`src/rtl/nand2tetris_pkg.sv`:
```
// Shared definitions for the nand2tetris gate library and the sequenced blocks built on it.
package nand2tetris_pkg;

    localparam int WORD_WIDTH = 16;

    typedef enum logic [1:0] {
        IDLE = 2'd0,
        RUN  = 2'd1,
        DONE = 2'd2
    } state_e;

endpackage

```
`src/rtl/and_gate.sv`:
```
// 1-bit AND gate from the gate library.
module and_gate (
    input  logic a,
    input  logic b,
    output logic y
);

    assign y = a & b;

endmodule

```
`src/rtl/bit_serial_and_ctrl.sv`:
```
// Bit-serial WIDTH-bit AND: one shared and_gate evaluates one bit per clock, LSB first,
// with valid/ready handshakes on the operand and result sides.
module bit_serial_and_ctrl
    import nand2tetris_pkg::*;
#(
    parameter int WIDTH = WORD_WIDTH
) (
    input  logic             clk,
    input  logic             rst_n,
    input  logic             in_valid,
    output logic             in_ready,
    input  logic [WIDTH-1:0] a,
    input  logic [WIDTH-1:0] b,
    output logic             out_valid,
    input  logic             out_ready,
    output logic [WIDTH-1:0] y,
    output logic             busy
);

    localparam int CW = (WIDTH > 1) ? $clog2(WIDTH) : 1;

    state_e          state_q, state_d;
    logic [WIDTH-1:0] a_q, a_d;
    logic [WIDTH-1:0] b_q, b_d;
    logic [WIDTH-1:0] y_q, y_d;
    logic [CW-1:0]    cnt_q, cnt_d;
    logic             gate_y;
    logic [WIDTH-1:0] ins;

    and_gate u_and (
        .a (a_q[0]),
        .b (b_q[0]),
        .y (gate_y)
    );

    always_ff @(posedge clk or negedge rst_n) begin
        if (!rst_n) begin
            state_q <= IDLE;
            a_q     <= '0;
            b_q     <= '0;
            y_q     <= '0;
            cnt_q   <= '0;
        end else begin
            state_q <= state_d;
            a_q     <= a_d;
            b_q     <= b_d;
            y_q     <= y_d;
            cnt_q   <= cnt_d;
        end
    end

    always_comb begin
        state_d = state_q;
        a_d     = a_q;
        b_d     = b_q;
        y_d     = y_q;
        cnt_d   = cnt_q;
        // Gate output placed at the MSB; built this way so WIDTH=1 needs no special slice.
        ins            = '0;
        ins[WIDTH-1]   = gate_y;
        case (state_q)
            IDLE: begin
                if (in_valid) begin
                    a_d     = a;
                    b_d     = b;
                    y_d     = '0;
                    cnt_d   = '0;
                    state_d = RUN;
                end
            end
            RUN: begin
                a_d   = a_q >> 1;
                b_d   = b_q >> 1;
                y_d   = (y_q >> 1) | ins;
                cnt_d = cnt_q + CW'(1);
                if (cnt_q == CW'(WIDTH - 1)) begin
                    state_d = DONE;
                end
            end
            DONE: begin
                if (out_ready) begin
                    state_d = IDLE;
                end
            end
            default: state_d = IDLE;
        endcase
    end

    assign in_ready  = (state_q == IDLE);
    assign out_valid = (state_q == DONE);
    assign busy      = (state_q != IDLE);
    assign y         = y_q;

endmodule

```
`config.mk`:
```
export PLATFORM = sky130hd
export DESIGN_NAME = bit_serial_and_ctrl
export DESIGN_NICKNAME = d
export VERILOG_FILES = /design/src/rtl/nand2tetris_pkg.sv /design/src/rtl/and_gate.sv /design/src/rtl/bit_serial_and_ctrl.sv
export SDC_FILE = /design/constraint.sdc
export NUM_CORES = 1
export LEC_CHECK = 0
export CORE_UTILIZATION = 40
export CTS_BUF_LIST = sky130_fd_sc_hd__clkbuf_16
export CTS_CLUSTER_SIZE = 28
export DETAILED_ROUTE_END_ITERATION = 8
export HOLD_SLACK_MARGIN = 0.03
export PLACE_DENSITY = 0.77
export SETUP_SLACK_MARGIN = 0.4
export SLEW_MARGIN = 20
export SYNTH_ARGS = -nofsm -noshare
export SYNTH_HDL_FRONTEND = slang
export SYNTH_HIERARCHICAL = 1
export SYNTH_SLANG_ARGS = --single-unit
```
`constraint.sdc`:
```
create_clock -name clk -period 2.5 [get_ports clk]
set_clock_uncertainty 0.15 [all_clocks]
set_input_delay 0.5 -clock clk [delete_from_list [all_inputs] [get_ports clk]]
set_output_delay 0.5 -clock clk [all_outputs]
set_load 0.02 [all_outputs]
```
==> key figures <==
Detailed routing
  • Drt total wl: 5.727 mm
  • Residual DRC: 0
  • Routed len/inst: 15.48 um
  • Via count: 2081
  • First-pass DRT Iterations: 4
  • Detailed Route Iter0 Violations: 216
  • Via density: 5.624
  • Antenna Violating Nets Remaining: 0

Floorplanning
  • Chip Height: 81.45 um
  • Area of the core: 5991 um^2
  • # IOs: 55
  • Number of cell rows: 28
  • Initial Util: 0.4215
  • Die area: 6634 um^2
  • Die Wd: 81.45 um

Timing
  • Final Hold Fails: 0
  • Pins Over Slew Limit: 0
  • Fmax: 498.4 MHz
  • Ratio of final minimum period to clock period: 0.8025
  • Final hold slack: 0.06360 ns
  • Fin crit period: 2.006 ns
  • Worst rel slew slack: 0.6003
  • RSZ-0062 raised after global routing: no
  • # setup viols final: 0
  • Worst Tran Pin Value: 0.5995 ns
  • Setup TNS Final: 0 ns

Place
  • Routability cong.: 0.7686
  • Post-DP HPWL: 3.606 mm
  • Placed insts: 360
  • Port bufs: 54

Clocking
  • Clk buf depth: 2
  • Root buf cell: clkbuf_16
  • Clock buffer count from CTS: 5
  • Clock transition at path regs: 0.07 ns
  • Clock Latency Late Sink: 0.29 ns
  • CTS tree: yes
  • H-tree depth: 2
  • Clock Sinks: 54

Global routing
  • First-pass GRT wire length: 9.390 mm
  • Maximum number of pins on one net before global-route repair: 33
  • GR Overflow Total: 0
  • GRT Util Overall: 0.1857
  • Antenna violations before repair: 0
  • Number of global-route vias before repair: 1976

Worst setup path
  • CP Class: flop to primary output
  • Top delay family on crit path: flip-flops
  • CP startpoint kind: flop
  • WP depth: 2
  • R2R depth: 5
  • Critical-path maximum fanout: 10
  • Worst path max stage delay: 0.48 ns
  • Data required, critical path: 1.85 ns
  • Cell Chain, Critical Path: or2_1, dlygate4sd2_1
  • RR Endpoint: b_q[4]
  • Critical path's slowest cell: dfrtp_2
  • Crit path DAT: 1.36 ns
  • Bufs and invs on worst path: 1
  • CP Capture Type: primary output
  • FF-to-FF setup slack: 0.81 ns
  • Reg2Reg Launch Point: state_q[0]

Logic synthesis
  • Area share of fa/ha/maj cells after synthesis: 0.004955
  • Xor/xnor share of the synthesized area: 0
  • Synth Area in Simple Gates: 0.1105
  • Syn Nets: 281
  • Cells after synthesis: 244
  • Synthesized cell area: 2525 um^2
  • Syn. warnings: 6
  • Seq/Total Area, Yosys: 0.5352
  • Synth Area in Compound Gates: 0.2983
  • Post-synth cell types: 24
  • Syn_area_per_cell: 10.35 um^2
  • FF+latch count, synth: 54
  • Mux contribution to synthesized area: 0
  • Main combinational cell family by area after synthesis: compound AO/OA/AOI/OAI gates

Finish
  • Fin nets: 331
  • Diode count: 0
  • Non-Filler Instances: 370
  • Area Overhead vs Synth: 30.08%
  • Filler cell count in the final layout: 534
  • Area occupied by multi-input gates: 1052 um^2
  • Commonest non-fill, non-tap cell in the layout: dfrtp_1
  • Register Area: 1353 um^2
  • Fraction of layout cells with a size suffix above 1: 0.08136
  • Commonest non-fill, non-tap cells in the layout: dfrtp_1, clkdlybuf4s50_1, o21ai_1, nor2b_1, a21oi_1

Outcome
  • Outcome: finished, final reports clean

Power
  • Maximum VDD drop: 0.0005554 V
  • PD cells: 1051 nW/um^2
  • Static Leak: 0.001389 uW

Flow run
  • Max-Cap Viols: 0

Worst hold path
  • Hold WC Path Type: primary input to async pin
==> cell type report <==
| type | instances | share of cell area |
|---|---|---|
| clock buffers | 5 | 0.03810 |
| well taps | 75 | 0.02857 |
| multi-input cells | 166 | 0.3204 |
| repair buffers | 65 | 0.1935 |
| inverters | 2 | 0.002286 |
| flip-flops and latches | 54 | 0.4118 |
| clock inverters | 3 | 0.005333 |
==> worst max-delay path by stage <==
stage                     startpoint  endpoint  slack, ns
final                     state_q[0]      busy       0.49
after global placement    state_q[0]  in_ready       0.45
after floorplan           state_q[0]  in_ready       0.82
after detailed placement  state_q[0]    b_q[0]       0.42
after CTS                 state_q[0]  in_ready       0.43
after global routing      state_q[0]      busy       0.43
==> Yosys cell counts, drive strengths merged <==
library cell | number | area (um^2)
a21oi | 32 | 160.2
a22o | 17 | 148.9
a22oi | 31 | 232.7
a41oi | 1 | 8.760
and2 | 2 | 12.51
buf | 13 | 87.57
clkbuf | 9 | 33.78
dfrtp | 54 | 1351
ha | 1 | 12.51
inv | 2 | 7.510
nand2 | 4 | 15.01
nand2b | 1 | 6.260
nand3 | 2 | 10.01
nor2b | 35 | 221.5
nor3b | 1 | 7.510
o21ai | 35 | 175.2
o21bai | 1 | 11.26
o2bb2ai | 1 | 8.760
o31ai | 1 | 7.510
or2 | 1 | 6.260
==> power breakdown <==
part | leakage (uW) | internal, uW | switching [uW]
combinational | 0.000591 | 654 | 696
clock | 0.0000750 | 368 | 308
sequential | 0.000723 | 1170 | 252
==> registers in the layout, summed over array words and instances, names as in the netlist <==
signal	count
a_q	16
b_q	16
y	16
cnt_q	4
state_q	2
==> through the flow <==
step	util	cell area, um^2	setup slack, ns	total power (uW)
4_1_cts	0.5464	3273	0.4261	3453
3_3_place_gp	0.5230	3133	0.4545	2722
3_5_place_dp	0.5230	3133	0.4213	2771
6_report	0.5482	3284	0.4937	3453
5_1_grt	0.5482	3284	0.4342	3694
2_1_floorplan	-	2525	0.8198	2285
==> timing repair <==
| item | 4_1_cts | 5_1_grt |
|---|---|---|
| resized for setup | 4 | 2 |
| hold buffers | 0 | 0 |
| endpoints found under the setup margin | 4 | 18 |
| buffers inserted | 0 | 2 |
==> routing by layer <==
metal	GRT usage	wire length, um
met5	0	0
met4	0.05000	55
met3	0.04444	328
met2	0.2858	2645
met1	0.2617	2698
==> worst reg2reg max path, cell delays in order, from the launching register on <==
cell and delay (ns):
dfrtp_2 0.47, buf_4 0.34, nor2b_4 0.26, buf_12 0.19, a22oi_1 0.08, o21ai_1 0.11
==> kinds of logic after synthesis <==
group,after synthesis
flip-flops,54
adder cells (fa/ha/maj),1
buffers and inverters,24
AO/OA/AOI/OAI,119
AND/OR/NAND/NOR,46
Note: power is estimated with default switching activity, not from simulation.
